--- config.mk ---
export PLATFORM = sky130hd
export DESIGN_NAME = pico_io_responder
export DESIGN_NICKNAME = d
export VERILOG_FILES = /design/src/rtl/pico_io_responder.sv
export SDC_FILE = /design/constraint.sdc
export NUM_CORES = 1
export LEC_CHECK = 0
export CORE_MARGIN = 10
export CORE_UTILIZATION = 40
export CTS_CLUSTER_DIAMETER = 50
export CTS_CLUSTER_SIZE = 16
export DETAILED_ROUTE_END_ITERATION = 8
export GPL_TIMING_DRIVEN = 1
export SYNTH_ARGS = -nofsm -noshare
export SYNTH_HDL_FRONTEND = slang
export SYNTH_SLANG_ARGS = --single-unit
--- constraint.sdc ---
create_clock -name clk -period 3.2 [get_ports clk]
set_input_delay 0.32 -clock clk [delete_from_list [all_inputs] [get_ports clk]]
set_output_delay 0.32 -clock clk [all_outputs]
set_load 0.05 [all_outputs]
--- src/rtl/pico_io_responder.sv ---
// Port-mapped peripheral on the KCPSM3 port bus: LED register, synchronized
// switch input with sticky change flags, a producer-filled byte FIFO drained
// by processor reads, and a maskable level interrupt.
//
// Ports:
//   clk, reset         clock (rising edge), asynchronous active-low reset
//   port_id[7:0]       processor port address
//   write_strobe       one-cycle write qualifier
//   read_strobe        one-cycle read qualifier (read side effects)
//   out_port[7:0]      processor write data
//   in_port[7:0]       registered read data, in_port(t+1) = reg[port_id(t)]
//   interrupt          registered interrupt request
//   interrupt_ack      one-cycle acknowledge
//   sw[7:0]            asynchronous switch inputs
//   led[7:0]           LED drive
//   wr_data[7:0]       producer byte
//   wr_valid           producer write request
//   wr_ready           FIFO can accept (combinational ~full)
//
// Register map (offset from BASE_ADDR):
//   0 LED (R/W), 1 SW (R), 2 SW_CHG (R, clear-on-read), 3 FIFO_DATA (R, pop),
//   4 STATUS {ovf, full, empty, count[4:0]} (R; write bit7 clears ovf),
//   5 IRQ_MASK (R/W, bits [1:0])
module pico_io_responder #(
    parameter logic [7:0]  BASE_ADDR   = 8'h00,
    parameter int unsigned FIFO_DEPTH  = 16,
    parameter int unsigned SYNC_STAGES = 2
) (
    input  logic       clk,
    input  logic       reset,
    input  logic [7:0] port_id,
    input  logic       write_strobe,
    input  logic       read_strobe,
    input  logic [7:0] out_port,
    output logic [7:0] in_port,
    output logic       interrupt,
    input  logic       interrupt_ack,
    input  logic [7:0] sw,
    output logic [7:0] led,
    input  logic [7:0] wr_data,
    input  logic       wr_valid,
    output logic       wr_ready
);

    localparam int unsigned PTR_W  = (FIFO_DEPTH > 1) ? $clog2(FIFO_DEPTH) : 1;
    localparam int unsigned CNT_W  = PTR_W + 1;
    localparam int unsigned SYNC_W = 8 * SYNC_STAGES;

    localparam logic [7:0] OFF_LED    = 8'd0;
    localparam logic [7:0] OFF_SW     = 8'd1;
    localparam logic [7:0] OFF_SW_CHG = 8'd2;
    localparam logic [7:0] OFF_FIFO   = 8'd3;
    localparam logic [7:0] OFF_STATUS = 8'd4;
    localparam logic [7:0] OFF_MASK   = 8'd5;

    // ------------------------------------------------------------------
    // Registers
    // ------------------------------------------------------------------
    logic [7:0]        r_led;
    logic [7:0]        r_in_port;
    logic [1:0]        r_irq_mask;
    logic              r_irq;
    logic [SYNC_W-1:0] r_sync;
    logic [7:0]        r_sw_prev;
    logic [7:0]        r_sw_chg;
    logic              r_ovf;
    logic              r_full;
    logic [CNT_W-1:0]  r_count;
    logic [PTR_W-1:0]  r_wptr;
    logic [PTR_W-1:0]  r_rptr;
    logic [7:0]        r_mem [FIFO_DEPTH];

    // ------------------------------------------------------------------
    // Wires
    // ------------------------------------------------------------------
    logic [7:0]       w_offset;
    logic             w_sel_led;
    logic             w_sel_sw_chg;
    logic             w_sel_fifo;
    logic             w_sel_status;
    logic             w_sel_mask;
    logic [7:0]       w_sw_s;
    logic [7:0]       w_chg_set;
    logic [7:0]       w_chg_clr;
    logic             w_empty;
    logic             w_push;
    logic             w_pop;
    logic [CNT_W-1:0] w_count_nxt;
    logic             w_ovf_set;
    logic             w_ovf_clr;
    logic             w_irq_cond;
    logic [7:0]       w_rd_data;

    // Address decode relative to the base; anything outside 0..5 is unmapped.
    assign w_offset     = port_id - BASE_ADDR;
    assign w_sel_led    = (w_offset == OFF_LED);
    assign w_sel_sw_chg = (w_offset == OFF_SW_CHG);
    assign w_sel_fifo   = (w_offset == OFF_FIFO);
    assign w_sel_status = (w_offset == OFF_STATUS);
    assign w_sel_mask   = (w_offset == OFF_MASK);

    // Switch synchronizer output and per-bit change detection.
    assign w_sw_s    = r_sync[SYNC_W-1 -: 8];
    assign w_chg_set = w_sw_s ^ r_sw_prev;
    // Clear exactly the bits being returned by this read; a same-cycle set wins.
    assign w_chg_clr = (read_strobe && w_sel_sw_chg) ? r_sw_chg : 8'h00;

    // FIFO handshake; pop only on a strobed FIFO_DATA read when not empty.
    assign w_empty  = (r_count == '0);
    assign w_push   = wr_valid & ~r_full;
    assign w_pop    = read_strobe & w_sel_fifo & ~w_empty;
    assign w_ovf_set = wr_valid & r_full;
    assign w_ovf_clr = write_strobe & w_sel_status & out_port[7];

    // Interrupt condition from registered state only.
    assign w_irq_cond = (r_irq_mask[0] & ~w_empty) | (r_irq_mask[1] & (|r_sw_chg));

    // Next FIFO occupancy.
    always_comb begin
        w_count_nxt = r_count;
        case ({w_push, w_pop})
            2'b10:   w_count_nxt = r_count + CNT_W'(1);
            2'b01:   w_count_nxt = r_count - CNT_W'(1);
            default: w_count_nxt = r_count;
        endcase
    end

    // Read data mux for the current port_id.
    always_comb begin
        w_rd_data = 8'h00;
        case (w_offset)
            OFF_LED:    w_rd_data = r_led;
            OFF_SW:     w_rd_data = w_sw_s;
            OFF_SW_CHG: w_rd_data = r_sw_chg;
            OFF_FIFO:   w_rd_data = w_empty ? 8'h00 : r_mem[r_rptr];
            OFF_STATUS: w_rd_data = {r_ovf, r_full, w_empty, 5'(r_count)};
            OFF_MASK:   w_rd_data = {6'd0, r_irq_mask};
            default:    w_rd_data = 8'h00;
        endcase
    end

    // Processor-visible registers: read data, LED, mask, interrupt.
    always_ff @(posedge clk or negedge reset) begin
        if (!reset) begin
            r_in_port  <= 8'h00;
            r_led      <= 8'h00;
            r_irq_mask <= 2'b00;
            r_irq      <= 1'b0;
        end else begin
            r_in_port <= w_rd_data;
            if (write_strobe && w_sel_led) begin
                r_led <= out_port;
            end
            if (write_strobe && w_sel_mask) begin
                r_irq_mask <= out_port[1:0];
            end
            // Acknowledge forces at least one low cycle before re-assertion.
            r_irq <= ~interrupt_ack & w_irq_cond;
        end
    end

    // Switch synchronizer chain and sticky change flags.
    always_ff @(posedge clk or negedge reset) begin
        if (!reset) begin
            r_sync    <= '0;
            r_sw_prev <= 8'h00;
            r_sw_chg  <= 8'h00;
        end else begin
            r_sync    <= {r_sync[SYNC_W-9:0], sw};
            r_sw_prev <= w_sw_s;
            r_sw_chg  <= (r_sw_chg & ~w_chg_clr) | w_chg_set;
        end
    end

    // FIFO pointers, occupancy, full and sticky overflow.
    always_ff @(posedge clk or negedge reset) begin
        if (!reset) begin
            r_wptr  <= '0;
            r_rptr  <= '0;
            r_count <= '0;
            r_full  <= 1'b0;
            r_ovf   <= 1'b0;
        end else begin
            if (w_push) begin
                r_wptr <= r_wptr + PTR_W'(1);
            end
            if (w_pop) begin
                r_rptr <= r_rptr + PTR_W'(1);
            end
            r_count <= w_count_nxt;
            r_full  <= (w_count_nxt == CNT_W'(FIFO_DEPTH));
            // A drop in the same cycle as the clear keeps the flag set.
            r_ovf   <= w_ovf_set | (r_ovf & ~w_ovf_clr);
        end
    end

    // FIFO storage; contents are meaningless once pointers reset.
    always_ff @(posedge clk) begin
        if (w_push) begin
            r_mem[r_wptr] <= wr_data;
        end
    end

    assign in_port   = r_in_port;
    assign led       = r_led;
    assign interrupt = r_irq;
    assign wr_ready  = ~r_full;

endmodule
==> results of run 1 <==
flip-flops by register name, indices dropped and copies added, names as in the netlist, 5 cells and up:
signal     flops
led            8
r_sw_chg       8
r_sync        16
r_count        5
r_mem        128
in_port        8
r_sw_prev      8
worst reg2reg max path, delay by kind of cell (launching register included):
family	cells	cell delay [ps]
AND/OR/NAND/NOR	7	1600
AO/OA/AOI/OAI	3	480
flip-flops	1	480
buffers and inverters	1	130
adder cells (fa/ha/maj)	1	210
final timing paths:
check,start,end,depth (start not counted)
max,r_count[4],r_full,12
min reg2reg,r_sync[5],r_sync[13],0
max in group asynchronous,reset,r_sw_prev[7],2
max reg2reg,r_count[4],r_full,12
min,reset,r_count[2],1
min in group clk,sw[2],r_sync[2],1
routing by layer:
layer / track usage, % / part of all wire, % / vias up
met2: 20.46 / 47 / 93
met1: 17.26 / 47 / 2122
met3: 4.010 / 4.8 / 20
met5: 0 / 0 / -
met4: 3.454 / 1.6 / 0
li1: - / - / 1921
Yosys cell counts (3+ instances only):
cell | count | area, sq um
edfxtp_1 | 128 | 3844
ha_1 | 7 | 87.58
mux4_2 | 35 | 788.3
o211ai_1 | 6 | 45.04
clkbuf_1 | 9 | 33.78
nor3b_1 | 3 | 22.52
nand2_1 | 38 | 142.6
xor2_1 | 6 | 52.55
inv_1 | 8 | 30.03
a22oi_1 | 11 | 82.58
mux2i_1 | 7 | 70.07
mux2_2 | 18 | 202.7
nand3_1 | 7 | 35.03
nor3_1 | 12 | 60.06
dfrtp_1 | 66 | 1652
nor2_1 | 22 | 82.58
buf_2 | 9 | 45.04
xnor2_1 | 14 | 122.6
nand2b_1 | 3 | 18.77
nor2b_1 | 6 | 37.54
cell families after synthesis:
group / Yosys count / synth area share (%)
AOI/OAI and AO/OA: 32 / 3.315
xor gates and xnor gates: 21 / 2.530
adders and majority gates: 7 / 1.121
buffers and inverters: 29 / 1.633
DFF: 194 / 70.34
muxes: 61 / 13.92
and+or+nand+nor: 108 / 7.143
through the flow:
stage                     std cells  cell area [sq um]  setup WS, ps
final                           824               9489         207.2
after global routing            824               9489         14.16
after CTS                       824               9473         112.9
after detailed placement        792               8914        -90.26
after global placement          792               8914         55.83
after floorplan                 452               7812         150.2
what timing repair did:
item                                    CTS  global route
endpoints found under the setup margin    0             1
hold buffers                              0             0
gates resized for setup                   0             3
power groups by stage:
stage	combinational, mW	clock (mW)	sequential [mW]
6_report	0.985	2.01	3.09
5_1_grt	1.09	2.17	3.12
4_1_cts	0.993	2.06	3.08
3_5_place_dp	0.988	0	3.13
3_3_place_gp	0.968	0	3.12
2_1_floorplan	0.631	0	3.08
cell type report:
cell class / count / area, sq um / share of cell area (%)
Sequential cell: 194 / 5498 / 57.94
Tap cell: 265 / 331.6 / 3.494
Multi-Input combinational cell: 229 / 2205 / 23.23
Clock inverter: 12 / 91.34 / 0.9626
Clock buffer: 20 / 467.9 / 4.931
Timing Repair Buffer: 96 / 865.8 / 9.124
Inverter: 8 / 30.03 / 0.3165
==> flow_metrics.py, run 1 <==
metrics = {
    "outcome": {
        "violations": "hold timing",
        "status": "finished with violations",
    },
    "synthesis": {
        "yosysUniqueCellTypes": 51,
        "synthCells": 452,
        "synth_seq_cells": 194,
        "async_flop_share_pct": 34.02,
        "ys.flop_type": "edfxtp_1",
        "synth_seq_area_share_pct": 70.34,
        "synth_area_sq_mm": 0.007812,
        "yosys_warnings": 0,
        "syn_area_per_cell_sq_um": 17.28,
        "syn-num-nets": 497,
        "synth-edff-count": 128,
    },
    "die": {
        "rows": 51,
        "core_sq_mm": 0.01933,
        "io_pins": 56,
        "die_y_um": 159.8,
        "start_util_pct": 40.41,
        "die_w_um": 159.8,
        "dieArea_sq_mm": 0.02552,
    },
    "sta": {
        "relSlewSlack_pct": 45.49,
        "fin_setup_tns_ps": 0,
        "fin_crit_sh_pct": 93.53,
        "hold_viol": 27,
        "whs_ps": -13.55,
        "fin_crit_ps": 2993,
        "slew_violations": 0,
        "clock_skew_ps": 8.979,
        "finalSetupViolCount": 0,
        "fmax_mhz": 334.1,
        "worst_pin_slew_ps": 817.7,
        "rsz0062_at_grt": "no",
    },
    "detailed_routing": {
        "wl_mm": 16.18,
        "post_drt_via_cell_ratio": 5.044,
        "postRouteAntennaNets": 0,
        "first_pass_iters": 4,
        "vias": 4156,
        "routedWlPerCell_um": 19.64,
        "route.detailed.drc": 0,
        "drt_iter0_markers": 162,
    },
    "grt": {
        "grt-ovfl-total": 0,
        "grtUsageTotal_pct": 13.05,
        "grt_max_degree": 35,
        "grt_antenna_before_repair": 0,
        "grt_pass1_wl_mm": 25.94,
        "grt_pass1_vias": 4486,
    },
    "power": {
        "p_sw_mw": 1.599,
        "pwr-share-clk_pct": 33.1,
        "power_frac_comb_pct": 16.2,
        "switching_share_pct": 26.28,
        "power_mw": 6.086,
        "seqPwrFrac_pct": 50.7,
        "p_int_mw": 4.486,
        "power_density_mw_per_mm2": 641.3,
        "p_leak_nw": 3.420,
        "peakVddDrop_uv": 411.3,
    },
    "setup_path": {
        "critPathRequiredTime_ps": 3540,
        "r2r_slack_ps": 210,
        "cp_top_family": "simple AND/OR/NAND/NOR gates",
        "startpoint_type": "flop",
        "slowest_stage": "or4b_1",
        "arrival_ps": 3330,
        "cp-end-kind": "flop",
        "path_cells": "nor3_4 > a211o_4 > nor2_1 > and2_1 > ha_1 > nor2b_1 > nor4b_4 > a211oi_2 > and2_1 > buf_4 > or4b_1 > a31oi_1",
        "max_stage_delay_ps": 510,
        "cp_common_cell": "and2_1",
        "cp_max_fo": 7,
        "setup.worst_path.class": "flop to flop",
        "critPathBufInv": 1,
    },
    "cells_and_area": {
        "final_common_cell": "edfxtp_1",
        "antennaDiodeCount": 0,
        "nets": 591,
        "fin_util_pct": 49.08,
        "area_growth_pct": 21.46,
        "nFillCells": 1648,
        "mostFrequentLayoutCells": "edfxtp_1 (128), dfrtp_1 (64), clkdlybuf4s50_1 (54), buf_4 (40), nand2_1 (38)",
        "drive_above_1_share_pct": 24.51,
    },
    "clock_network": {
        "post_cts_buffers": 0,
        "clk_pin_slew_ps": 70,
        "cts_tree": "built",
        "cts.sinks": 194,
        "clk_latency_ps": 420,
        "cts-root-buf": "clkbuf_16",
        "h-tree-depth": 4,
        "cts_buffer_depth": 2,
        "cts_buffers": 17,
    },
    "placement": {
        "place.port_buffers": 55,
        "dp_hpwl_mm": 11.11,
        "gp_congestion": 0.9158,
    },
    "run": {
        "cap_violations": 0,
    },
    "min_path": {
        "hp-class": "input pin to asynchronous set/reset pin",
    },
}
Power figures use the tool's default switching activity.
==> run 2, diff against run 1 <==
SLEW_MARGIN = 10   (was default)
==> results of run 2 <==
No change in the layout: final DEF, timing and power equal those of run 1.
==> run 3, diff against run 2 <==
PLACE_DENSITY_LB_ADDON = 0.1   (was default)
==> run 3 against run 2 <==
The run still ends with hold timing left. Non-clock buffer count up 1. Fmax up 4.0%. Final cell count up 0.12%. Via count up 1.9%. Critical path depth unchanged.
==> flow_metrics.py, run 3 (synthesis gave the netlist of run 1 again) <==
metrics = {
    "detailed_routing": {
        "wl_mm": 17.06,
        "postRouteAntennaNets": 0,
        "drt_iter0_markers": 219,
        "post_drt_via_cell_ratio": 5.131,
        "routedWlPerCell_um": 20.67,
        "vias": 4233,
        "first_pass_iters": 5,
        "route.detailed.drc": 0,
    },
    "sta": {
        "finalSetupViolCount": 0,
        "slew_violations": 0,
        "fin_crit_ps": 2877,
        "clock_skew_ps": 9.380,
        "worst_pin_slew_ps": 819.5,
        "whs_ps": -30.67,
        "relSlewSlack_pct": 45.36,
        "fin_setup_tns_ps": 0,
        "rsz0062_at_grt": "no",
        "fmax_mhz": 347.6,
        "fin_crit_sh_pct": 89.91,
        "hold_viol": 32,
    },
    "setup_path": {
        "critPathRequiredTime_ps": 3560,
        "setup.worst_path.class": "flop to flop",
        "cp-end-kind": "flop",
        "startpoint_type": "flop",
        "cp_max_fo": 4,
        "path_cells": "nor2_1 > a211o_4 > nor2_1 > and2_1 > ha_1 > nor2b_1 > nor4b_2 > a211o_1 > buf_4 > nor2_1 > or4bb_1 > a31oi_1",
        "r2r_slack_ps": 320,
        "arrival_ps": 3230,
        "max_stage_delay_ps": 480,
        "cp_common_cell": "nor2_1",
        "slowest_stage": "or4bb_1",
    },
    "clock_network": {
        "cts.sinks": 194,
        "h-tree-depth": 4,
        "clk_latency_ps": 430,
        "cts_tree": "built",
        "clk_pin_slew_ps": 70,
        "cts_resized": 0,
        "cts_buffer_depth": 2,
        "cts_hold_buf": 0,
        "cts_buffers": 17,
        "cts-root-buf": "clkbuf_16",
        "post_cts_buffers": 0,
    },
    "die": {
        "die_w_um": 159.8,
        "die_y_um": 159.8,
        "io_pins": 56,
        "core_sq_mm": 0.01933,
        "dieArea_sq_mm": 0.02552,
        "start_util_pct": 40.41,
        "rows": 51,
    },
    "grt": {
        "grt_antenna_before_repair": 0,
        "grt-ovfl-total": 0,
        "gr-usage-met2_pct": 22.78,
        "grt_pass1_vias": 4594,
        "grt_pass1_wl_mm": 26.84,
        "grt_busiest_layer": "met2",
        "grt_use_met1_pct": 17.22,
        "grtUsageTotal_pct": 13.74,
        "grt_max_degree": 35,
        "use_met3_pct": 3.599,
    },
    "cells_and_area": {
        "largestRegisters": "r_mem x128, r_sync x16",
        "final_common_cell": "edfxtp_1",
        "mostFrequentLayoutCells": "edfxtp_1 (128), dfrtp_1 (65), clkdlybuf4s50_1 (54), buf_4 (41), nand2_1 (38)",
        "nFillCells": 1623,
        "top_register": "r_mem",
        "nets": 592,
        "antennaDiodeCount": 0,
        "area_growth_pct": 22.21,
        "largest_register_ffs": 128,
        "drive_above_1_share_pct": 24.46,
    },
    "run": {
        "cap_violations": 0,
    },
    "power": {
        "power_mw": 6.271,
        "power_density_mw_per_mm2": 656.8,
        "peakVddDrop_uv": 369.1,
        "p_leak_nw": 3.437,
    },
    "placement": {
        "dp_hpwl_mm": 11.92,
        "place.port_buffers": 55,
        "gp_congestion": 0.8712,
    },
    "outcome": {
        "violations": "hold timing",
        "status": "finished with violations",
    },
    "min_path": {
        "hp-class": "input pin to asynchronous set/reset pin",
    },
}
run 3: cell types whose count changed in the layout (fill, tap and decap cells not counted), moves of 2 or more:
cell	delta
inv_4	-2
clkinv_2	-3
clkbuf_16	+3
clkinvlp_4	+2
run 3: metal layers:
metal	share of wire, %	vias up
li1	-	1927
met1	45	2171
met5	0	-
met3	4.8	16
met2	49	119
met4	1.3	0
run 3: cell type report:
type | count | area, sq um | area share, %
Sequential cell | 194 | 5497 | 57.57
Clock inverter | 9 | 73.82 | 0.7732
Timing Repair Buffer | 97 | 873.3 | 9.147
Multi-Input combinational cell | 229 | 2190 | 22.93
Tap cell | 265 | 331.6 | 3.473
Clock buffer | 23 | 553.0 | 5.792
Inverter | 8 | 30.03 | 0.3145
run 3: worst max-delay path, delay by kind of cell (launching register included):
| family | cells | cell delay, ps |
|---|---|---|
| AO/OA/AOI/OAI | 3 | 570 |
| adder cells (fa/ha/maj) | 1 | 200 |
| buffers and inverters | 1 | 110 |
| flip-flops | 1 | 390 |
| AND/OR/NAND/NOR | 7 | 1540 |
run 3: final timing paths:
path	start	endpoint	cells after the start
min in group clk	sw[3]	r_sync[3]	1
worst max register to register	r_count[2]	r_full	12
worst min-delay path	reset	r_count[2]	1
worst min register to register	r_sync[4]	r_sync[12]	0
max in group asynchronous	reset	r_sync[14]	2
worst max-delay path	r_count[2]	r_full	12
run 3: where the power goes:
part	total, mW	internal, mW	switching, mW
Clock	2.21	1.24	0.964
Sequential	3.07	2.94	0.131
Combinational	0.997	0.461	0.536
Total	6.27	4.64	1.63
run 3: stage by stage:
step	instance area [sq um]	instances	worst slack [ps]	hold WS, ps	util [%]
after global routing	9548	825	135.8	28.24	49.38
after global placement	8921	793	25.84	333.5	46.14
final	9548	825	322.8	-30.67	49.38
after CTS	9548	825	348.6	2.457	49.38
after floorplan	7812	452	150.2	24.41	-
after detailed placement	8921	793	-30.27	337.9	46.14
